### config.mk
export PLATFORM = sky130hd
export DESIGN_NAME = addsub_pipe_flat
export DESIGN_NICKNAME = d
export VERILOG_FILES = /design/src/rtl/addsub_pipe_if.sv /design/src/rtl/addsub_pipe.sv /design/src/flat_wrapper.sv
export SDC_FILE = /design/constraint.sdc
export NUM_CORES = 1
export LEC_CHECK = 0
export ABC_AREA = 1
export CORE_MARGIN = 10
export CORE_UTILIZATION = 41
export DETAILED_ROUTE_END_ITERATION = 8
export GPL_TIMING_DRIVEN = 0
export PLACE_DENSITY = 0.72
export SETUP_SLACK_MARGIN = 0.05
export SKIP_CTS_REPAIR_TIMING = 1
export SYNTH_ARGS = -nofsm -noshare
export SYNTH_HDL_FRONTEND = slang
export SYNTH_SLANG_ARGS = --single-unit
### constraint.sdc
create_clock -name clk -period 1.8 [get_ports clk]
set_input_delay 0.18 -clock clk [delete_from_list [all_inputs] [get_ports clk]]
set_output_delay 0.18 -clock clk [all_outputs]
set_load 0.05 [all_outputs]
### src/rtl/addsub_pipe_if.sv
// Operand/result handshake bundle for the pipelined adder/subtractor.
// The master side produces operands and consumes results; the slave is the pipeline.
interface addsub_pipe_if #(
  parameter int unsigned WIDTH = 8
);
  logic             in_valid;
  logic             in_ready;
  logic [WIDTH-1:0] a;
  logic [WIDTH-1:0] b;
  logic             ctrl;
  logic             out_valid;
  logic             out_ready;
  logic [WIDTH-1:0] s;
  logic             c_out;
  logic             ovf;
  logic             zero;
  logic             neg;

  modport master (
    output in_valid, a, b, ctrl, out_ready,
    input  in_ready, out_valid, s, c_out, ovf, zero, neg
  );

  modport slave (
    input  in_valid, a, b, ctrl, out_ready,
    output in_ready, out_valid, s, c_out, ovf, zero, neg
  );
endinterface

### src/rtl/addsub_pipe.sv
// Pipelined two's-complement add/sub: one CHUNK-bit ripple slice per stage, carry crosses cycles.
// WIDTH must be a multiple of CHUNK and at least 2; latency is WIDTH/CHUNK cycles.
module addsub_pipe #(
  parameter int unsigned WIDTH = 8,
  parameter int unsigned CHUNK = 4,
  parameter bit          SAT   = 1'b0
) (
  input  logic         clk,
  input  logic         rst,
  addsub_pipe_if.slave bus
);
  localparam int unsigned NSTAGE = WIDTH / CHUNK;
  localparam int unsigned NPIPE  = (NSTAGE > 1) ? NSTAGE - 1 : 1;
  localparam int unsigned LAST   = NSTAGE - 1;
  localparam int unsigned CW     = CHUNK + 1;
  localparam logic [WIDTH-1:0] MAX_POS = {1'b0, {(WIDTH-1){1'b1}}};
  localparam logic [WIDTH-1:0] MIN_NEG = {1'b1, {(WIDTH-1){1'b0}}};

  // Stage view: acc holds finished sum bits below the active slice and raw A bits from it upward;
  // bx is B already conditioned for subtract.
  wire [NSTAGE-1:0][WIDTH-1:0] acc_in;
  wire [NSTAGE-1:0][WIDTH-1:0] bx_in;
  wire [NSTAGE-1:0][WIDTH-1:0] sum_w;
  wire [NSTAGE-1:0]            cy_in;
  wire [NSTAGE-1:0]            v_in;
  wire [NSTAGE-1:0]            cy_w;

  logic [NPIPE-1:0][WIDTH-1:0] acc_q;
  logic [NPIPE-1:0][WIDTH-1:0] bx_q;
  logic [NPIPE-1:0]            cy_q;
  logic [NPIPE-1:0]            vld_q;

  logic             out_valid_q;
  logic [WIDTH-1:0] s_q;
  logic             c_out_q;
  logic             ovf_q;
  logic             zero_q;
  logic             neg_q;

  logic             en;
  logic             a_msb;
  logic             bx_msb;
  logic             cin_msb;
  logic             ovf_d;
  logic [WIDTH-1:0] res_d;
  logic             unused_pipe;

  // Whole pipe advances together; a stalled result freezes every stage, bubbles included.
  assign en           = !out_valid_q || bus.out_ready;
  assign bus.in_ready = en;

  assign acc_in[0] = bus.a;
  assign bx_in[0]  = bus.b ^ {WIDTH{bus.ctrl}};
  assign cy_in[0]  = bus.ctrl;
  assign v_in[0]   = bus.in_valid;

  for (genvar k = 1; k < NSTAGE; k++) begin : g_link
    assign acc_in[k] = acc_q[k-1];
    assign bx_in[k]  = bx_q[k-1];
    assign cy_in[k]  = cy_q[k-1];
    assign v_in[k]   = vld_q[k-1];
  end

  for (genvar k = 0; k < NSTAGE; k++) begin : g_slice
    localparam logic [WIDTH-1:0] MASK = WIDTH'({CHUNK{1'b1}}) << (k * CHUNK);
    logic [CW-1:0] slice;

    assign slice = {1'b0, acc_in[k][k*CHUNK +: CHUNK]}
                 + {1'b0, bx_in[k][k*CHUNK +: CHUNK]}
                 + CW'(cy_in[k]);
    assign sum_w[k] = (acc_in[k] & ~MASK) | (WIDTH'(slice[CHUNK-1:0]) << (k * CHUNK));
    assign cy_w[k]  = slice[CHUNK];
  end

  assign a_msb  = acc_in[LAST][WIDTH-1];
  assign bx_msb = bx_in[LAST][WIDTH-1];
  // Sum MSB = a ^ b ^ carry-in, so the carry into the MSB is recovered without a tap.
  assign cin_msb = sum_w[LAST][WIDTH-1] ^ a_msb ^ bx_msb;
  assign ovf_d   = cin_msb ^ cy_w[LAST];

  always_comb begin
    res_d = sum_w[LAST];
    if (SAT && ovf_d) begin
      res_d = a_msb ? MIN_NEG : MAX_POS;
    end
  end

  always_ff @(posedge clk or posedge rst) begin
    if (rst) begin
      acc_q <= '0;
      bx_q  <= '0;
      cy_q  <= '0;
      vld_q <= '0;
    end else if (en) begin
      for (int k = 0; k < int'(LAST); k++) begin
        acc_q[k] <= sum_w[k];
        bx_q[k]  <= bx_in[k];
        cy_q[k]  <= cy_w[k];
        vld_q[k] <= v_in[k];
      end
    end
  end

  always_ff @(posedge clk or posedge rst) begin
    if (rst) begin
      out_valid_q <= 1'b0;
      s_q         <= '0;
      c_out_q     <= 1'b0;
      ovf_q       <= 1'b0;
      zero_q      <= 1'b1;
      neg_q       <= 1'b0;
    end else if (en) begin
      out_valid_q <= v_in[LAST];
      s_q         <= res_d;
      c_out_q     <= cy_w[LAST];
      ovf_q       <= ovf_d;
      zero_q      <= (res_d == '0);
      neg_q       <= res_d[WIDTH-1];
    end
  end

  assign bus.out_valid = out_valid_q;
  assign bus.s         = s_q;
  assign bus.c_out     = c_out_q;
  assign bus.ovf       = ovf_q;
  assign bus.zero      = zero_q;
  assign bus.neg       = neg_q;

  // Operand bits below each active slice are carried along but never consumed.
  assign unused_pipe = ^{acc_q, bx_q, cy_q, vld_q};
endmodule

### src/flat_wrapper.sv
// flat-port wrapper written by rule: the top's interface ports become plain ports
module addsub_pipe_flat 
#(
  parameter int unsigned WIDTH = 8,
  parameter int unsigned CHUNK = 4,
  parameter bit          SAT   = 1'b0
)
  (clk, rst, bus_in_valid, bus_a, bus_b, bus_ctrl, bus_out_ready, bus_in_ready, bus_out_valid, bus_s, bus_c_out, bus_ovf, bus_zero, bus_neg);
  addsub_pipe_if #(.WIDTH(WIDTH)) bus_i ();
  input  logic clk;
  input  logic rst;
  input wire logic [$bits(bus_i.in_valid)-1:0] bus_in_valid;
  input wire logic [$bits(bus_i.a)-1:0] bus_a;
  input wire logic [$bits(bus_i.b)-1:0] bus_b;
  input wire logic [$bits(bus_i.ctrl)-1:0] bus_ctrl;
  input wire logic [$bits(bus_i.out_ready)-1:0] bus_out_ready;
  output wire logic [$bits(bus_i.in_ready)-1:0] bus_in_ready;
  output wire logic [$bits(bus_i.out_valid)-1:0] bus_out_valid;
  output wire logic [$bits(bus_i.s)-1:0] bus_s;
  output wire logic [$bits(bus_i.c_out)-1:0] bus_c_out;
  output wire logic [$bits(bus_i.ovf)-1:0] bus_ovf;
  output wire logic [$bits(bus_i.zero)-1:0] bus_zero;
  output wire logic [$bits(bus_i.neg)-1:0] bus_neg;
  assign bus_i.in_valid = bus_in_valid;
  assign bus_i.a = bus_a;
  assign bus_i.b = bus_b;
  assign bus_i.ctrl = bus_ctrl;
  assign bus_i.out_ready = bus_out_ready;
  assign bus_in_ready = bus_i.in_ready;
  assign bus_out_valid = bus_i.out_valid;
  assign bus_s = bus_i.s;
  assign bus_c_out = bus_i.c_out;
  assign bus_ovf = bus_i.ovf;
  assign bus_zero = bus_i.zero;
  assign bus_neg = bus_i.neg;
  addsub_pipe #(.WIDTH(WIDTH), .CHUNK(CHUNK), .SAT(SAT)) u_core (.clk(clk), .rst(rst), .bus(bus_i));
endmodule
# Yosys cells after proc, flatten, opt, wreduce, memory -nomap -nowiden
# Index checks and enable logic that the tools add are counted.
# word_totals
register_bits	31
input_bits	21
out_inout_bits	14
# classes
add_sub_neg	4
n_bitwise	6
reduce_logical	3
# op_table
operator	n
adder 4 x 4 -> 5 bit	2
adder 5 x 1 -> 5 bit	2
logical NOT 8 bit	1
bitwise OR 4 x 8 -> 8 bit	1
bitwise OR 8 x 4 -> 8 bit	1
bitwise XOR 8 bit	1
bitwise XOR 1 bit	3
logical NOT 1 bit	1
logical OR 1 bit	1

# Logic depth before layout (Yosys ltp)
# Gate-level depths: netlist (run 1).
# logic_depth
word_depth	6
mapped_depth	10
mapped_depth_nobuf	10

# Least setup slack after synthesis (run 1)
# OpenSTA, ideal clock, no wires.
# synth_timing
path_kind	register -> register
from	register u_core.cy_q
to	register u_core.ovf_q (netlist: u_core.bus.ovf)
setup_time_ps	116
arrival_ps	1475
t_required_ps	1684
setup_slack_ps	208
stages_incl_launch_ff	11
path_buffers	0
synth_period_minus_slack_ps	1592
path_cell_list	dfrtp_1 -> fa_1 -> inv_1 -> fa_1 -> nand3b_1 -> nand2_1 -> nand2_1 -> nand2_1 -> nand2_1 -> nand2_1 -> nand2_1
# synth_between
elab_chain_len	5
# synth_rtl
item	line	text
start: declaration	addsub_pipe.sv:30	logic [NPIPE-1:0] cy_q;
start signal: indexed assignment	addsub_pipe.sv:98	cy_q[k] <= cy_w[k];
adder 5 x 1 -> 5 bit *	addsub_pipe.sv:70	+ CW'(cy_in[k]);
bitwise OR 4 x 8 -> 8 bit	addsub_pipe.sv:71	assign sum_w[k] = (acc_in[k] & ~MASK) | (WIDTH'(slice[CHUNK-1:0]) << (k * CHUNK));
bitwise XOR 1 bit (2 in series)	addsub_pipe.sv:78	assign cin_msb = sum_w[LAST][WIDTH-1] ^ a_msb ^ bx_msb;
bitwise XOR 1 bit *	addsub_pipe.sv:79	assign ovf_d = cin_msb ^ cy_w[LAST];
end signal: assignment	addsub_pipe.sv:116	ovf_q <= ovf_d;
end: declaration	addsub_pipe.sv:36	logic ovf_q;
# Every way passes the cells marked *; elsewhere a longest branch is shown, timed or not.
# A chain may end at the register's enable or synchronous reset.

# Final worst setup path (run 1)
# layout_timing
from	register u_core.bx_q[4] (netlist name)
to	register u_core.ovf_q (netlist: u_core.bus.ovf)
# layout_between
elab_chain_len	6
# layout_rtl
item	line	text
start: declaration	addsub_pipe.sv:29	logic [NPIPE-1:0][WIDTH-1:0] bx_q;
start signal: indexed assignment	addsub_pipe.sv:97	bx_q[k] <= bx_in[k];
adder 4 x 4 -> 5 bit *	addsub_pipe.sv:69	+ {1'b0, bx_in[k][k*CHUNK +: CHUNK]}
adder 5 x 1 -> 5 bit *	addsub_pipe.sv:70	
bitwise OR 4 x 8 -> 8 bit	addsub_pipe.sv:71	
bitwise XOR 1 bit (2 in series)	addsub_pipe.sv:78	
bitwise XOR 1 bit *	addsub_pipe.sv:79	
# Marked as above.

==> results of run 1 <==
worst max-delay path, cell delays in order (launching register included):
cell      delay, ns
dfrtp_1        0.42
fa_2           0.25
inv_2          0.05
fa_2           0.38
nand3b_1       0.21
nand2_1        0.08
nand2_1        0.05
nand2_1        0.08
nand2_1        0.06
nand2_1        0.05
nand2_1        0.04
where the power goes:
| group | internal, µW | switching (µW) |
|---|---|---|
| clock network | 124 | 176 |
| logic | 425 | 721 |
| registers | 729 | 92.7 |
| total | 1280 | 989 |
state kept, by name (all words and copies together), names as in the netlist:
signal	count
u_core.acc_q	8
u_core.bus.s	7
u_core.bx_q	4
u_core.bus.c_out	1
u_core.bus.neg	1
u_core.bus.out_valid	1
u_core.bus.ovf	1
u_core.bus.zero	1
u_core.cy_q	1
u_core.vld_q	1
synth_stat cells (all sizes together):
cell    count
buf         6
ha          6
nand4       2
xor2        5
nand2      55
o21ai      11
o31ai       1
a31oi       2
and2        1
nand3b      1
nand3       8
nor2        9
dfstp       1
xnor2       5
inv        16
a21oi       4
o21a        1
dfrtp      25
fa          3
cell type report:
| class | instances | area [µm²] |
|---|---|---|
| tap | 46 | 57.56 |
| multi-input combinational | 114 | 653.1 |
| sequential | 26 | 651.9 |
| inverter | 16 | 62.56 |
| timing repair buffer | 35 | 350.3 |
| fill | 309 | 1478 |
| clock buffer | 4 | 36.28 |
| buffer | 6 | 47.55 |
metrics by stage:
step	utilization, %	setup TNS (ns)	cell area [µm²]	worst slack, ns	cells
after floorplan	-	0	1410	0.2085	162
after global placement	53.88	-0.2916	1798	-0.2916	241
final	55.72	0	1859	0.03180	247
after CTS	54.97	-0.5323	1834	-0.4210	245
after detailed placement	53.88	-0.3067	1798	-0.3067	241
after global routing	55.72	-0.02704	1859	-0.02704	247
per-layer routing:
layer / vias to the layer above / GRT usage, % / routed length (µm)
li1: 590 / - / -
met3: 2 / 3.189 / 156
met5: - / 0 / 0
met2: 27 / 18.42 / 1650
met4: 0 / 3.405 / 20
met1: 563 / 12.97 / 1398
logic make-up (layout without fill, tap and decap cells):
logic type	Yosys count	in the layout
compound gates	19	19
xor+xnor	10	10
fa+ha+maj	9	9
buf+inv	22	61
flops	26	26
simple gates	76	76
worst paths after layout:
check / slack (ns) / endpoint / from / depth (start not counted)
setup / recovery: 0.03 / u_core.bus.ovf / u_core.bx_q[4] / 10
hold / removal: 0.23 / u_core.bx_q[4] / bus_ctrl / 3
setup reg to reg: 0.03 / u_core.bus.ovf / u_core.bx_q[4] / 10
hold reg to reg: 0.47 / u_core.bus.out_valid / u_core.vld_q / 2
max in group asynchronous: 0.85 / u_core.bx_q[7] / rst / 2
min in group asynchronous: 0.37 / u_core.bus.ovf / rst / 2
==> results.json, run 1 <==
{
  "status": "complete, no violations",
  "synth_simple_gate_area_share_pct": 22.89,
  "grt_max_degree": 27,
  "synth_fa_ha_area_share_pct": 9.583,
  "h-tree-depth": 1,
  "die_y_um": 78.65,
  "ir_drop_uv": 434.7,
  "cts.clk_slew.worst_paths_ns": 0.14,
  "synth_mux_area_share_pct": 0,
  "ys_warn_count": 0,
  "drtPass1Iterations": 4,
  "fin_worst_skew_ns": 0.002119,
  "cts.path.max_buffers": 2,
  "grt-ovfl-total": 0,
  "drc": 0,
  "synth_compound_area_share_pct": 7.276,
  "hold_slack_ns": 0.2305,
  "rows": 21,
  "gp_congestion": 0.8682,
  "maxSlewHeadroom_pct": 35.16,
  "track_usage_pct": 10.89,
  "crit_arrival_ns": 2.00,
  "drt_iter0_markers": 77,
  "hold_class": "input pin to register",
  "grt_pass1_vias": 1206,
  "rsz0062_at_grt": "true",
  "synth_top_area_share_pct": 44.37,
  "timing.max_cap.violations": 0,
  "syn-num-nets": 192,
  "fin_crit_ns": 1.768,
  "synthXorXnorAreaFrac_pct": 6.211,
  "synth_cell_types": 25,
  "final.period_utilization_pct": 98.23,
  "io_buffers": 33,
  "num_vias": 1182,
  "drive_above_1_share_pct": 9.950,
  "syn_area_um2": 1410,
  "wire_per_inst_um": 13.06,
  "core_um2": 3337,
  "synth_top_family_by_area": "simple AND/OR/NAND/NOR gates",
  "ys_seq_area_share_pct": 46.23,
  "areaGrowthSynthToFinish_pct": 31.85,
  "cts_tree": "yes",
  "netlist_instances": 162,
  "ant_nets": 0,
  "clkLatencyLatePin_ns": 0.32,
  "die-area_um2": 6185,
  "avgSynthCellArea_um2": 8.704,
  "fmax_mhz": 565.5,
  "layout_commonest_cell": "nand2_1",
  "hpwl_um": 2543,
  "io_pins": 35,
  "viasPerCell": 4.785,
  "cts_root_buf": "clkbuf_4",
  "cts_made_buffers": 3,
  "worstSetupEndpointType": "register",
  "die_w_um": 78.65,
  "cp_max_fo": 3,
  "final_net_count": 232,
  "setup_violations": 0,
  "final_cell_mix": "55 x nand2_1, 28 x clkdlybuf4s50_1, 25 x dfrtp_1",
  "slew_violations": 0,
  "route.final.wire_length_um": 3225,
  "required_ns": 2.03,
  "worst_pin_slew_ns": 0.9715,
  "hold_viol_final": 0,
  "yosys_register_bits": 26,
  "path_class": "register to register",
  "power_density_nw_per_um2": 1220,
  "synth_area_leaders": "dfrtp_1 44%, nand2_1 15%, ha_1 5.3%",
  "worstSetupStartpointType": "register",
  "synth.largest_area_cell": "dfrtp_1",
  "total_power_uw": 2268,
  "antennaDiodeCount": 0,
  "p_leak_uw": 0.0009465,
  "grt_pass1_wl_um": 5554,
  "antenna_found_initial": 0,
  "cts_sinks": 26,
  "start_util_pct": 42.26
}
(Power assumes the default switching activity.)
==> run 2: changes to the inputs <==
- CORE_MARGIN: 10 -> 1.5
- CTS_BUF_LIST: not set -> sky130_fd_sc_hd__clkbuf_4 sky130_fd_sc_hd__clkbuf_8
==> run 2 against run 1 <==
Effect of this change:
- critical path type unchanged
- largest power group unchanged
- combinational power about the same
- first-iteration DRC count decreased by 53%
- register-to-register slack improved by 0.04 ns
- routed wire length decreased by 8.6%
- highest routed layer unchanged
==> results.json, run 2 (synthesis gave the netlist of run 1 again) <==
{
  "track_usage_pct": 17.13,
  "antennaDiodeCount": 0,
  "die_y_um": 61.65,
  "maxSlewHeadroom_pct": 34.23,
  "die-area_um2": 3800,
  "route.final.wire_length_um": 2947,
  "required_ns": 2.06,
  "seq_power_share_pct": 36.6,
  "cp_slowest_stage_delay_ns": 0.45,
  "io_buffers": 33,
  "areaGrowthSynthToFinish_pct": 32.30,
  "cts.path.max_buffers": 2,
  "p_leak_uw": 0.0009426,
  "power_density_nw_per_um2": 1205,
  "largest-register": "u_core.acc_q",
  "hp-start": "bus_ctrl",
  "clkLatencyLatePin_ns": 0.31,
  "grt_max_degree": 27,
  "ant_nets": 0,
  "switchingPower_uw": 977.9,
  "hold_slack_ns": 0.2487,
  "hold_viol_final": 0,
  "h-tree-depth": 1,
  "num_vias": 1210,
  "cts_root_buf": "clkbuf_4",
  "cts.clk_slew.worst_paths_ns": 0.14,
  "viasPerCell": 4.859,
  "start_util_pct": 42.59,
  "gp_congestion": 0.8517,
  "rows": 21,
  "switching_share_pct": 43.51,
  "final_cell_mix": "55 x nand2_1, 29 x clkdlybuf4s50_1, 25 x dfrtp_1",
  "grt_most_used_layer": "met2",
  "grt-ovfl-total": 0,
  "fin_crit_ns": 1.731,
  "use_met1_pct": 21.49,
  "slowest_stage": "fa_2",
  "worstSetupStartpointType": "register",
  "die_w_um": 61.65,
  "place_ws_ns": -0.2836,
  "setup_ws_ns": 0.06908,
  "use_met2_pct": 31.73,
  "timing.max_cap.violations": 0,
  "setup_violations": 0,
  "drt_iter0_markers": 36,
  "fmax_mhz": 577.7,
  "largest_reg_flops": 8,
  "use_met3_pct": 2.311,
  "crit_arrival_ns": 1.99,
  "hpwl_um": 2271,
  "rsz0062_at_grt": "true",
  "drc": 0,
  "layout_commonest_cell": "nand2_1",
  "core_um2": 3311,
  "cts_sinks": 26,
  "cp_max_fo": 2,
  "hold_class": "input pin to register",
  "crit_start": "u_core.cy_q",
  "p_int_uw": 1270,
  "stdcell_count": 249,
  "grt_pass1_wl_um": 4864,
  "dp_cells": 241,
  "clkPwrFrac_pct": 12.0,
  "slew_violations": 0,
  "cts_tree": "yes",
  "cp_cell_sequence": "fa_2 > inv_2 > fa_2 > nand4_1 > nor2_1 > nand2_1 > nand2_1",
  "cts_made_buffers": 3,
  "drive_above_1_share_pct": 10.84,
  "path_class": "register to register",
  "grt_pass1_vias": 1151,
  "combPwrFrac_pct": 51.4,
  "worstSetupEndpointType": "register",
  "final_net_count": 234,
  "io_pins": 35,
  "fin_worst_skew_ns": 0.005864,
  "antenna_found_initial": 0,
  "status": "complete, no violations",
  "ir_drop_uv": 327.5,
  "worst_pin_slew_ns": 0.9855,
  "drtPass1Iterations": 4,
  "r2r-start": "u_core.cy_q",
  "wire_per_inst_um": 11.84,
  "final.period_utilization_pct": 96.16
}
[run 2: cell count changes in the layout (fill, tap and decap cells not counted)]
cell             delta
clkbuf_8            -1
buf_4               +2
clkbuf_4            +1
clkdlybuf4s50_1     +1
dlymetal6s2s_1      -1
[run 2: metrics by stage]
stage	area [µm²]	utilization, %	TNS (ns)	total power (µW)
after floorplan	1410	-	0	1596
after global placement	1798	54.31	-0.2772	1932
after detailed placement	1798	54.31	-0.2836	1959
after CTS	1828	55.22	-0.4666	2232
after global routing	1866	56.35	0	2393
final	1866	56.35	0	2248
[run 2: path summary, 6_finish.rpt]
check	cells past startpoint	endpoint	slack, ns
worst max-delay path	7	u_core.bus.zero	0.07
worst min-delay path	3	u_core.bx_q[4]	0.25
worst max register to register	7	u_core.bus.zero	0.07
worst min register to register	2	u_core.bus.zero	0.48
max in group asynchronous	2	u_core.cy_q	0.83
min in group asynchronous	2	u_core.bus.ovf	0.38
[run 2: worst max-delay path, delay by kind of cell, from the launching register on]
family | cells | cell delay, ns
and+or+nand+nor | 4 | 0.31
adders and majority gates | 2 | 0.87
DFF | 1 | 0.43
buffers and inverters | 1 | 0.07
[run 2: power groups by stage]
stage	logic, µW	registers [µW]	clock network [µW]
floorplan	452	1140	0
global placement	1100	828	0
detailed placement	1120	836	0
CTS	1130	824	281
global route	1260	843	290
finish	1150	823	270
[run 2: metal layers]
layer | routed length (µm) | share of wire, %
met2 | 1556 | 53
met1 | 1264 | 43
met4 | 17 | 0.58
met3 | 109 | 3.7
met5 | 0 | 0
[run 2: cell type report]
| type | count | area (µm²) |
|---|---|---|
| tap | 46 | 57.56 |
| sequential | 26 | 651.9 |
| clock buffer | 4 | 30.03 |
| timing repair buffer | 37 | 362.8 |
| fill | 334 | 1445 |
| inverter | 16 | 62.56 |
| multi-input combinational | 114 | 653.1 |
| buffer | 6 | 47.55 |
==> run 3: changes to the inputs <==
- SKIP_CTS_REPAIR_TIMING: 1 -> not set
==> run 3 against run 2 <==
Effect of this change:
- sequential share of layout area is 0.28 points higher
- first-iteration DRC count fell by 14%
- highest routed layer unchanged
- critical endpoint unchanged
- core utilization decreased by 0.45 points
- register-to-register slack improved by 0.02 ns
- routed wire length decreased by 0.71%
- worst hold slack improved by 0.0027 ns
- total power decreased by 0.83%
- setup slack better by 0.023 ns
- sequential power about the same
==> results.json, run 3 (synthesis gave the netlist of run 1 again) <==
{
  "status": "complete, no violations",
  "start_util_pct": 42.59,
  "antennaDiodeCount": 0,
  "track_usage_pct": 17.34,
  "route.final.wire_length_um": 2926,
  "drc": 0,
  "drt_iter0_markers": 31,
  "maxSlewHeadroom_pct": 35.26,
  "ir_drop_uv": 327.6,
  "cts_sinks": 26,
  "r2r_setup_slack_ns": 0.09,
  "die_y_um": 61.65,
  "combPwrFrac_pct": 51.1,
  "required_ns": 2.06,
  "die-area_um2": 3800,
  "cts_made_buffers": 3,
  "cp_max_fo": 2,
  "tns_ns": 0,
  "core_um2": 3311,
  "p_int_uw": 1257,
  "worstSetupEndpointType": "register",
  "io_buffers": 33,
  "rsz0062_at_grt": "true",
  "switchingPower_uw": 971.9,
  "num_vias": 1203,
  "fin_crit_ns": 1.708,
  "drtPass1Iterations": 4,
  "path_class": "register to register",
  "cts.clk_slew.worst_paths_ns": 0.13,
  "fin_worst_skew_ns": 0.007338,
  "final.period_utilization_pct": 94.91,
  "final_cell_mix": "55 x nand2_1, 29 x clkdlybuf4s50_1, 25 x dfrtp_1",
  "largest-register": "u_core.acc_q",
  "worstSetupStartpointType": "register",
  "antenna_found_initial": 0,
  "viasPerCell": 4.851,
  "cts.path.max_buffers": 2,
  "clkLatencyLatePin_ns": 0.31,
  "layout_commonest_cell": "nand2_1",
  "hpwl_um": 2271,
  "setup_violations": 0,
  "drive_above_1_share_pct": 10.40,
  "grt-ovfl-total": 0,
  "die_w_um": 61.65,
  "rows": 21,
  "p_leak_uw": 0.0009146,
  "cp_slowest_stage_delay_ns": 0.45,
  "gp_congestion": 0.8517,
  "hold_class": "input pin to register",
  "fmax_mhz": 585.4,
  "switching_share_pct": 43.60,
  "h-tree-depth": 1,
  "timing.max_cap.violations": 0,
  "cts_tree": "yes",
  "slew_violations": 0,
  "areaGrowthSynthToFinish_pct": 31.23,
  "cp_cell_sequence": "fa_2 > inv_2 > fa_2 > nand4_1 > nor2_1 > nand2_1 > nand2_1",
  "crit_arrival_ns": 1.97,
  "slowest_stage": "fa_2",
  "final_net_count": 233,
  "grt_pass1_wl_um": 4919,
  "grt_max_degree": 27,
  "wire_per_inst_um": 11.80,
  "ant_nets": 0,
  "hold_viol_final": 0,
  "cts_root_buf": "clkbuf_4",
  "largest_reg_flops": 8,
  "utilization_pct": 55.90,
  "worst_pin_slew_ns": 0.9700,
  "grt_pass1_vias": 1168,
  "seq_power_share_pct": 36.9,
  "clkPwrFrac_pct": 12.0,
  "holdBufCountCts": 0,
  "power_density_nw_per_um2": 1205,
  "io_pins": 35
}
-- run 3: repair_timing --
item,in CTS,in global routing
endpoints found under the setup margin,5,5
setup buffers,2,1
pin swaps,1,4
resized for setup,6,5
-- run 3: final timing paths --
kind | from | endpoint | cells after the start
min in group asynchronous | rst | u_core.bus.ovf | 2
max in group asynchronous | rst | u_core.cy_q | 2
worst max-delay path | u_core.acc_q[4] | u_core.bus.zero | 7
worst min-delay path | bus_ctrl | u_core.bx_q[4] | 3
worst max register to register | u_core.acc_q[4] | u_core.bus.zero | 7
worst min register to register | u_core.bus.zero | u_core.bus.zero | 2
-- run 3: layout make-up --
class                           instances  area [µm²]
Fill cell                             336        1460
Multi-Input combinational cell        114       653.1
Sequential cell                        26       651.9
Timing Repair Buffer                   36       347.8
Inverter                               16       62.56
Tap cell                               46       57.56
Buffer                                  6       47.55
Clock buffer                            4       30.03
-- run 3: through the flow --
step	power, µW	std cells	area [µm²]	setup WS [ns]	hold WS [ns]
final	2229	248	1851	0.09166	0.2514
after global routing	2380	248	1851	-0.006453	0.2471
after CTS	2239	247	1844	0.01407	0.2421
after detailed placement	1959	241	1798	-0.2836	0.4588
after global placement	1932	241	1798	-0.2772	0.4374
after floorplan	1596	162	1410	0.2085	0.2193
-- run 3: power by group through the flow --
stage	Clock (µW)	Sequential, µW	Combinational, µW
2_1_floorplan	0	1140	452
3_3_place_gp	0	828	1100
3_5_place_dp	0	836	1120
4_1_cts	281	825	1130
5_1_grt	290	843	1250
6_report	268	822	1140
-- run 3: metal layers --
metal | GRT usage [%] | share of wire (%) | vias to the layer above
met5 | 0 | 0 | -
met2 | 32.63 | 52 | 22
met4 | 2.736 | 0.58 | 0
li1 | - | - | 593
met1 | 21.32 | 43 | 586
met3 | 2.311 | 3.9 | 2
-- run 3: worst max-delay path: cells and delay by family (launching register included) --
kind / cells / cell delay, ns
adder cells (fa/ha/maj): 2 / 0.88
flip-flops: 1 / 0.43
AND/OR/NAND/NOR: 4 / 0.29
buffers and inverters: 1 / 0.07
